### config.mk
export PLATFORM = sky130hd
export DESIGN_NAME = mux_4x1_8bits_tx
export DESIGN_NICKNAME = d
export VERILOG_FILES = /design/src/rtl/mux_4x1_8bits_tx.sv
export SDC_FILE = /design/constraint.sdc
export NUM_CORES = 1
export LEC_CHECK = 0
export CAP_MARGIN = 20
export CORE_AREA = 2 2 90 70
export CTS_CLUSTER_DIAMETER = 50
export DETAILED_ROUTE_END_ITERATION = 10
export DIE_AREA = 0 0 92 72
export DONT_BUFFER_PORTS = 1
export REMOVE_ABC_BUFFERS = 1
export SYNTH_ARGS = -nofsm -noshare
export SYNTH_HDL_FRONTEND = slang
export SYNTH_SLANG_ARGS = --single-unit
### constraint.sdc
create_clock -name clk -period 3 [get_ports clk]
set_input_delay 0.6 -clock clk [delete_from_list [all_inputs] [get_ports clk]]
set_output_delay 0.6 -clock clk [all_outputs]
set_load 0.01 [all_outputs]
### src/rtl/mux_4x1_8bits_tx.sv
// mux_4x1_8bits_tx: TX lane merger. Accepts a group of four lane bytes with
// per-lane valid flags through a ready/valid handshake and serializes them
// onto one byte stream in lane order 0..3, one slot per cycle. Invalid lanes
// keep their slot but present a masked (zero) byte.
//
// Ports:
//   clk                 rising-edge clock
//   reset               synchronous, active-high reset
//   data_in0..3         lane bytes of the offered group
//   valid_in0..3        per-lane valid of the offered group
//   in_valid            group offered this cycle
//   in_ready            combinational; accept when in_valid & in_ready
//   data_out            serialized byte (registered, zero when lane invalid)
//   valid_out           valid flag of the lane in the current slot (registered)
//   lane_idx            lane number of the current slot (registered)
//   active              a slot is being presented (registered)
module mux_4x1_8bits_tx #(
  parameter int unsigned DATA_W = 8
) (
  input  logic              clk,
  input  logic              reset,
  input  logic [DATA_W-1:0] data_in0,
  input  logic [DATA_W-1:0] data_in1,
  input  logic [DATA_W-1:0] data_in2,
  input  logic [DATA_W-1:0] data_in3,
  input  logic              valid_in0,
  input  logic              valid_in1,
  input  logic              valid_in2,
  input  logic              valid_in3,
  input  logic              in_valid,
  output logic              in_ready,
  output logic [DATA_W-1:0] data_out,
  output logic              valid_out,
  output logic [1:0]        lane_idx,
  output logic              active
);

  localparam int unsigned LANES = 4;
  localparam int unsigned CNT_W = 2;
  localparam logic [CNT_W-1:0] LAST_SLOT = CNT_W'(LANES - 1);

  typedef enum logic {IDLE, SEND} state_t;

  state_t                         state, state_n;
  logic [CNT_W-1:0]               cnt, cnt_n;
  logic [LANES-1:0][DATA_W-1:0]   hold_data, hold_data_n;
  logic [LANES-1:0]               hold_valid, hold_valid_n;
  logic [DATA_W-1:0]              data_out_n;
  logic                           valid_out_n;
  logic [1:0]                     lane_idx_n;
  logic                           active_n;
  logic                           accept;
  logic [CNT_W-1:0]               nxt_slot;

  // Ready in IDLE and during the lane-3 slot, so groups can run back to back.
  assign in_ready = !reset && ((state == IDLE) || ((state == SEND) && (cnt == LAST_SLOT)));
  assign accept   = in_valid && in_ready;
  assign nxt_slot = cnt + CNT_W'(1);

  // Next-state and next-output logic.
  always_comb begin
    state_n      = state;
    cnt_n        = cnt;
    hold_data_n  = hold_data;
    hold_valid_n = hold_valid;
    data_out_n   = data_out;
    valid_out_n  = valid_out;
    lane_idx_n   = lane_idx;
    active_n     = active;

    if (accept) begin
      hold_data_n  = {data_in3, data_in2, data_in1, data_in0};
      hold_valid_n = {valid_in3, valid_in2, valid_in1, valid_in0};
      data_out_n   = valid_in0 ? data_in0 : '0;
      valid_out_n  = valid_in0;
      lane_idx_n   = 2'd0;
      active_n     = 1'b1;
      cnt_n        = '0;
      state_n      = SEND;
    end else if ((state == SEND) && (cnt != LAST_SLOT)) begin
      // Invalid lanes still take their slot but present a zero byte.
      cnt_n       = nxt_slot;
      data_out_n  = hold_valid[nxt_slot] ? hold_data[nxt_slot] : '0;
      valid_out_n = hold_valid[nxt_slot];
      lane_idx_n  = 2'(nxt_slot);
      active_n    = 1'b1;
    end else begin
      state_n     = IDLE;
      cnt_n       = '0;
      data_out_n  = '0;
      valid_out_n = 1'b0;
      lane_idx_n  = 2'd0;
      active_n    = 1'b0;
    end
  end

  // State and output registers; reset discards any group in flight.
  always_ff @(posedge clk) begin
    if (reset) begin
      state      <= IDLE;
      cnt        <= '0;
      hold_data  <= '0;
      hold_valid <= '0;
      data_out   <= '0;
      valid_out  <= 1'b0;
      lane_idx   <= 2'd0;
      active     <= 1'b0;
    end else begin
      state      <= state_n;
      cnt        <= cnt_n;
      hold_data  <= hold_data_n;
      hold_valid <= hold_valid_n;
      data_out   <= data_out_n;
      valid_out  <= valid_out_n;
      lane_idx   <= lane_idx_n;
      active     <= active_n;
    end
  end

endmodule

-- After elaboration in Yosys (flattened, before gate mapping)
Cells that the tools add are included.
- flip-flop bits (word level): 49
- input port bits: 39
- output and inout port bits: 13
- add/subtract/negate cells: 1
- magnitude comparators: 1
- eq/ne operators: 3
- muxes and demuxes: 14
- bitwise operators: 2
- reductions and logical operators: 7
- operators by type and width (operator ; number):
    8-bit 2-to-1 mux ; 5
    8-bit binary-select mux with 2-bit select ; 1
    1-bit 2-to-1 mux ; 7
    1-bit logical AND ; 4
    2-bit inequality test, second input constant ; 2
    2-bit by 3-bit less-than comparator with 1-bit output, second input constant ; 1
    3-bit OR reduction ; 1
    2-bit by 1-bit adder with 2-bit output, second input constant ; 1
    1-bit binary-select mux with 2-bit select ; 1
    2-bit == test, second input constant ; 1
    1-bit inverter ; 2
    1-bit logical NOT ; 1
    1-bit logical OR ; 1

-- Depth between registers and ports, before layout
Gate-level depths: netlist of the first run.
- word-level depth: 6
- mapped depth: 7

-- Least setup slack after synthesis of the first run
Ideal clock, no wire load.
- kind: input to output
- start: input port reset
- end: output port in_ready
- arrival time: 1.124 ns
- slack: 1.276 ns
- stages: 3
- buffers on the path: 2
- cells stage by stage: buf_2 > clkbuf_1 > nor2_1
- cells in the longest elaborated chain, start to end: 2
- RTL lines (item ; RTL line ; RTL):
    start: declaration ; 21 ; input logic reset,
    1-bit logical NOT ; 56 ; assign in_ready = !reset && ((state == IDLE) || ((state == SEND) && (cnt == LAST_SLOT)));
    1-bit logical AND ; 56 ;
    end: declaration ; 31 ; output logic in_ready,
No other way between the ends.

-- Worst setup path in the final report of the first run
- start: register cnt[1]
- end: register data_out[4]
- cells in the longest elaborated chain, start to end: 6
- RTL lines (item ; RTL line ; RTL):
    start: declaration ; 45 ; logic [CNT_W-1:0] cnt, cnt_n;
    start signal: assignment ; 110 ; cnt <= cnt_n;
    2-bit by 1-bit adder with 2-bit output * ; 58 ; assign nxt_slot = cnt + CNT_W'(1);
    via nxt_slot[1] ; 53 ; logic [CNT_W-1:0] nxt_slot;
    8-bit binary-select mux with 2-bit select or 1-bit binary-select mux with 2-bit select (tied branches) ; 83 ; data_out_n = hold_valid[nxt_slot] ? hold_data[nxt_slot] : '0;
    8-bit 2-to-1 mux (not written as such) or 1-bit 2-to-1 mux (tied branches) ; 83 ;
    8-bit 2-to-1 mux * ; 83 ;
    8-bit 2-to-1 mux * ; 80 ; end else if ((state == SEND) && (cnt != LAST_SLOT)) begin
    8-bit 2-to-1 mux * ; 71 ; if (accept) begin
    end signal: assignment ; 113 ; data_out <= data_out_n;
    end: declaration ; 32 ; output logic [DATA_W-1:0] data_out,
The timed path passes the listed nets; every way through them passes the cells marked *. The select of a mux whose other input is x is not followed.
A chain may end at the register's enable or synchronous reset.

==> results of run 1 <==
## layer usage
metal | GRT usage [%] | vias to the layer above | wire [µm]
met2 | 18.8 | 42 | 1780
met4 | 6.97 | 0 | 77
met3 | 7.06 | 6 | 455
met1 | 16.2 | 623 | 1840
li1 | - | 718 | -
met5 | 0 | - | 0
## flip-flops by register name (all words and copies together) (netlist names)
register	count
hold_data	32
data_out	8
hold_valid	4
cnt	2
active	1
state	1
valid_out	1
## where the power goes
| part | switching [mW] | total (mW) | internal [mW] |
|---|---|---|---|
| combinational | 0.0562 | 0.101 | 0.0449 |
| sequential | 0.0186 | 0.704 | 0.686 |
| clock | 0.205 | 0.371 | 0.166 |
| total | 0.280 | 1.18 | 0.897 |
## final timing paths
kind	from	end	slack, ns	cells after the start
worst max-delay path	cnt[1]	data_out[4]	1.07	5
worst min-delay path	reset	hold_data[0]	0.35	1
worst max register to register	cnt[1]	data_out[4]	1.07	5
worst min register to register	hold_data[27]	hold_data[27]	0.45	2
## kinds of logic after synthesis
logic type / Yosys count / synth area share (%)
flip-flops: 49 / 50.3
AO/OA/AOI/OAI: 46 / 13.7
multiplexers: 10 / 10.3
buffers and inverters: 16 / 5.39
AND/OR/NAND/NOR: 94 / 19.8
adder cells (fa/ha/maj): 1 / 0.641
## final cells by class
cell class                 instances  share of cell area, %
clock buffer                       8                   3.88
inverter                           1                  0.182
multi-input combinational        151                   42.0
sequential                        49                   47.5
tap                               78                   4.73
timing repair buffer               3                   1.70
## critical path, stage by stage (launching register included)
cell and delay, ns:
dfxtp_1 0.36, ha_1 0.63, mux2i_1 0.39, o22ai_4 0.19, a22oi_1 0.19, nor2_1 0.05
## cell usage in the layout (no fill, tap or decap), types with 2 or more instances in the layout
cell       n
mux2i_1    2
nand2_1   71
a21oi_1    9
dfxtp_1   49
nor2_1    14
clkbuf_1   3
a22oi_1    8
o21ai_1   14
clkbuf_8   5
o21ai_0   13
buf_4      2
mux4_2     8
## per-stage QoR
step	setup WS, ns	cell area, µm²	power, mW	std cells	utilization, %
after CTS	1.05	2060	1.20	290	36.2
after detailed placement	1.05	1980	0.823	282	34.8
after floorplan	0.390	1850	0.795	201	-
after global routing	0.944	2060	1.24	290	36.2
after global placement	1.09	1980	0.821	282	34.8
final	1.07	2060	1.18	290	36.2
==> metrics.yaml, run 1 <==
via_count: 1389
fmax_ghz: 0.519
finalSetupViolations: 0
grt.overflow.total: 0
ff_latch_area_um2: 981
fp.coreArea_um2: 5710
io_pins: 52
ys.warnings.count: 0
root_buffer: "clkbuf_8"
cp-end-kind: "flop"
drt_iter0_drc: 63
slew_headroom_pct: 53.1
ys_types: 25
synth_top_cell_area_share_pct: 50.3
hpwl_mm: 2.79
grt_max_degree: 40
synth_edf_count: 0
gp_congestion: 0.798
row_count: 24
leakagePower_nw: 0.714
critical_path.max_fanout: 11
cts_hold_buf: 0
worstPathRequired_ns: 3.19
clkTransAtPathRegs_ns: 0.08
remaining_drc_errors: 0
final.min_clock_period_ns: 1.93
first_global_vias: 1302
hold_violations: 0
antenna_found_initial: 0
synthArstFlopShare_pct: 0
clock_latency_ns: 0.30
hold_path.class: "in -> reg"
synth-seq-area-share_pct: 50.3
cts_tree: "yes"
start_util_pct: 34.2
wire_per_inst_um: 14.3
critPathArrivalTime_ns: 2.12
yosysTopAreaCell: "dfxtp_1"
syn_inst: 216
firstDrtPassIters: 4
netlist_area_um2: 1950
ys_seq_elements: 49
ctsResizeCount: 0
area_growth_pct: 5.77
ir_drop_mv: 0.162
ant_nets: 0
slew_viol_final: 0
numCtsBuffers: 5
grtUsageTotal_pct: 13.2
final.setup.tns_ns: 0
vias_per_cell: 4.79
yosysMostFrequentCell: "nand2_1"
yosys_most_used_dff: "dfxtp_1"
n_antenna_cell: 0
rsz0062_at_grt: "false"
post-route-period-util_pct: 64.2
syn_avg_cell_area_um2: 9.03
finClkSkew_ns: 0.00586
whs_ns: 0.355
io_buffers: 0
final_net_count: 251
status: "finished clean"
die_y_um: 72
dieWidth_um: 92
multi_input_area_um2: 866
p_per_area_nw_per_um2: 570
clockBufferDepth: 2
post_cts_buffers: 0
die_area_um2: 6620
worst_slew_pin_slew_ns: 0.699
synth_common_cells: "nand2_1 (71), dfxtp_1 (49), nor2_1 (14), o21ai_1 (14), o21ai_0 (13)"
grt_pass1_wl_mm: 6.58
start_kind: "flop"
clock-sinks: 49
synth_area_leaders: "dfxtp_1 (50%), nand2_1 (14%), mux4_2 (9.2%)"
fillers: 605
maxCapViolations: 0
drive_above_1_share_pct: 9.43
htreeDepth: 2
wirelength_mm: 4.16
worstSetupPathType: "reg -> reg"
Power figures use the tool's default switching activity.
==> inputs of run 2 (changes only) <==
- clock period: 3 -> 2.01 ns (I/O delays scaled with it)
==> metrics.yaml, run 2 (synthesized netlist as in run 1, its figures left out) <==
io_buffers: 0
layout_commonest_cell: "nand2_1"
antenna_found_initial: 0
grtUsageTotal_pct: 14.4
ir_drop_mv: 0.297
rsz0062_at_grt: "false"
fmax_ghz: 0.591
instances_no_fill: 294
clock_power_share_pct: 33.4
reg2reg_depth: 5
p_switching_mw: 0.444
crit_family: "simple AND/OR/NAND/NOR gates"
r2r_start: "cnt[1]"
crit_path_start: "cnt[1]"
largest_reg_flops: 32
wire_per_inst_um: 14.9
design_area_um2: 2100
post_cts_buffers: 0
path_cells: "ha_1, nor2b_1, nor2_1"
post_dp_cell_area_um2: 2000
p_seq_share_pct: 58.0
cts_tree: "yes"
final_net_count: 255
cp-endpoint: "in_ready"
drt_iter0_drc: 92
swShare_pct: 24.4
cp-end-kind: "output port"
p_int_mw: 1.37
slew_headroom_pct: 57.5
p_per_area_nw_per_um2: 866
start_util_pct: 34.2
hold_path.class: "in -> reg"
first_global_vias: 1409
finalSetupViolations: 0
total_power_mw: 1.82
maxCapViolations: 0
worst-path-buf-inv: 0
remaining_drc_errors: 0
numCtsBuffers: 5
hold_violations: 0
cts_hold_buf: 0
n_antenna_cell: 0
die_y_um: 72
final_cell_mix: "nand2_1 (71), dfxtp_1 (49), nor2_1 (14), o21ai_1 (14), o21ai_0 (13)"
max_stage_delay_ns: 0.36
grt_pass1_wl_mm: 7.29
r2r_setup_slack_ns: 0.32
via_count: 1417
ant_nets: 0
firstDrtPassIters: 4
gr-usage-met2_pct: 22.0
largest-register: "hold_data"
final.min_clock_period_ns: 1.69
row_count: 24
finClkSkew_ns: 0.00508
drive_above_1_share_pct: 12.5
top_usage_layer: "met2"
crit_cells: 3
ctsResizeCount: 0
critPathArrivalTime_ns: 1.29
slew_viol_final: 0
status: "finished clean"
die_area_um2: 6620
whs_ns: 0.157
wirelength_mm: 4.38
leakagePower_nw: 0.743
fp.coreArea_um2: 5710
root_buffer: "clkbuf_8"
grt_max_degree: 36
htreeDepth: 2
vias_per_cell: 4.82
clock_latency_ns: 0.30
crit_path_top_delay_cell: "dfxtp_1"
worst_slew_pin_slew_ns: 0.634
regToRegEndpoint: "data_out[7]"
worstPathRequired_ns: 1.61
post-route-period-util_pct: 84.2
share_comb_of_total_power_pct: 8.6
clockBufferDepth: 2
io_pins: 52
clock-sinks: 49
gp_congestion: 0.806
hpwl_mm: 3.16
placed_cells: 286
final_util_pct: 36.8
critical_path.max_fanout: 4
met3_usage_pct: 7.27
use_met1_pct: 18.0
start_kind: "flop"
dieWidth_um: 92
top_regs: "hold_data (32), data_out (8), hold_valid (4)"
worstSetupPathType: "reg -> out"
area_growth_pct: 7.50
hp-start: "reset"
grt.overflow.total: 0
clkTransAtPathRegs_ns: 0.09
## run 2: routing by layer
layer	vias up	share of wire, %	routed length, µm
met1	643	44	1920
met5	-	0	0
met3	7	10	440
li1	726	-	-
met4	0	1.3	57
met2	41	45	1960
## run 2: how the worst min path moves through the flow
stage | endpoint | cells past startpoint
floorplan | hold_data[24] | 2
global placement | hold_data[24] | 2
detailed placement | hold_data[26] | 2
CTS | hold_data[4] | 1
global route | data_out[4] | 1
finish | hold_data[4] | 1
## run 2: final cells by class
cell class / instances / area (µm²)
clock buffer: 6 / 82.6
fill: 611 / 3610
tap: 78 / 97.6
multi-input combinational: 151 / 866
inverter: 1 / 3.75
clock inverter: 2 / 13.8
timing repair buffer: 7 / 52.6
sequential: 49 / 981
## run 2: power by group through the flow
| stage | Clock (mW) | Combinational, mW | Sequential, mW |
|---|---|---|---|
| after floorplan | 0 | 0.114 | 1.07 |
| after global placement | 0 | 0.155 | 1.07 |
| after detailed placement | 0 | 0.159 | 1.08 |
| after CTS | 0.628 | 0.160 | 1.05 |
| after global routing | 0.673 | 0.179 | 1.06 |
| final | 0.607 | 0.157 | 1.05 |
## run 2: per-stage QoR
stage	worst slack (ns)	TNS, ns
floorplan	-0.600	-19.67
global placement	0.419	0
detailed placement	0.358	0
CTS	0.296	0
global route	0.193	0
finish	0.318	0
==> inputs of run 3 (changes only) <==
- clock period: 2.01 -> 1.6 ns (I/O delays scaled with it)
==> metrics.yaml, run 3 (synthesized netlist as in run 1, its figures left out) <==
status: "finished clean"
fp.coreArea_um2: 5710
grtUsageTotal_pct: 13.8
start_util_pct: 34.2
start_kind: "flop"
hold_path.class: "in -> reg"
drive_above_1_share_pct: 15.9
clockBufferDepth: 2
layout_commonest_cell: "nand2_1"
worstSetupPathType: "reg -> reg"
area_growth_pct: 11.4
hold_violations: 0
ff_latch_area_um2: 981
worst_slew_pin_slew_ns: 0.422
maxCapViolations: 0
final_util_pct: 38.1
cts_hold_buf: 0
clock-sinks: 49
first_global_vias: 1432
fmax_ghz: 0.655
final_net_count: 260
final.min_clock_period_ns: 1.53
fillers: 617
row_count: 24
top_usage_layer: "met2"
grt.overflow.total: 0
remaining_drc_errors: 0
die_area_um2: 6620
final_cell_mix: "nand2_1 (71), dfxtp_1 (49), o21ai_1 (14), nor2_1 (13), o21ai_0 (13)"
largest-register: "hold_data"
critPathArrivalTime_ns: 1.71
use_met1_pct: 18.9
top_regs: "hold_data (32), data_out (8), hold_valid (4)"
drt_iter0_drc: 66
clock_latency_ns: 0.29
htreeDepth: 2
post_dp_cell_area_um2: 2040
finClkSkew_ns: 0.00555
grt_max_degree: 63
io_pins: 52
slew_headroom_pct: 71.8
dieWidth_um: 92
ant_nets: 0
slew_viol_final: 0
wire_per_inst_um: 14.6
ir_drop_mv: 0.445
io_buffers: 0
die_y_um: 72
worstPathRequired_ns: 1.79
rsz0062_at_grt: "false"
clkTransAtPathRegs_ns: 0.09
met3_usage_pct: 5.82
antenna_found_initial: 0
root_buffer: "clkbuf_8"
design_area_um2: 2170
critical_path.max_fanout: 5
cp-end-kind: "flop"
whs_ns: 0.0880
finalSetupViolations: 0
grt_pass1_wl_mm: 7.22
hpwl_mm: 3.02
numCtsBuffers: 5
multi_input_area_um2: 910
leakagePower_nw: 0.761
largest_reg_flops: 32
post-route-period-util_pct: 95.4
gp_congestion: 0.749
vias_per_cell: 4.81
cts_tree: "yes"
via_count: 1433
wirelength_mm: 4.34
firstDrtPassIters: 4
post_cts_buffers: 0
gr-usage-met2_pct: 20.1
p_per_area_nw_per_um2: 1040
n_antenna_cell: 0
-- run 3: stage by stage --
stage	cells	setup WS [ns]	setup TNS [ns]	power, mW
finish	298	0.0743	0	2.27
global placement	290	0.0788	0	1.56
detailed placement	290	0.0242	0	1.57
global route	298	0.00142	0	2.38
CTS	297	0.00974	0	2.28
floorplan	201	-1.01	-36.88	1.49
-- run 3: final cells by class --
type / instances / share of cell area, %
tap: 78 / 4.49
inverter: 1 / 0.173
sequential: 49 / 45.1
timing repair buffer: 11 / 4.38
multi-input combinational: 152 / 41.9
clock buffer: 7 / 3.97
-- run 3: worst paths after layout --
check                                   start            end  slack (ns)  depth (start not counted)
worst max register to register         cnt[0]    data_out[4]        0.07                          5
worst max-delay path                   cnt[0]    data_out[4]        0.07                          5
worst min-delay path                    reset   hold_data[0]        0.09                          1
worst min register to register  hold_data[25]  hold_data[25]        0.45                          2
-- run 3: where the power goes --
part / leakage (nW) / switching [mW] / internal, mW
logic: 0.315 / 0.117 / 0.106
clock network: 0.0443 / 0.377 / 0.344
registers: 0.401 / 0.0371 / 1.29
-- run 3: timing repair --
item,in CTS,in global routing
resized for setup,0,7
endpoints found under the hold margin,0,0
endpoints found under the setup margin,0,11
-- run 3: worst max-delay path: stages, from the launching register on --
cell and delay, ns:
dfxtp_1 0.35, ha_4 0.32, mux2i_2 0.33, o22ai_2 0.19
a22oi_1 0.18, nor2_1 0.05
-- run 3: metal layers --
metal	vias up	part of all wire (%)
met5	-	0
li1	736	-
met3	7	7.0
met2	34	42
met1	656	50
met4	0	1.1
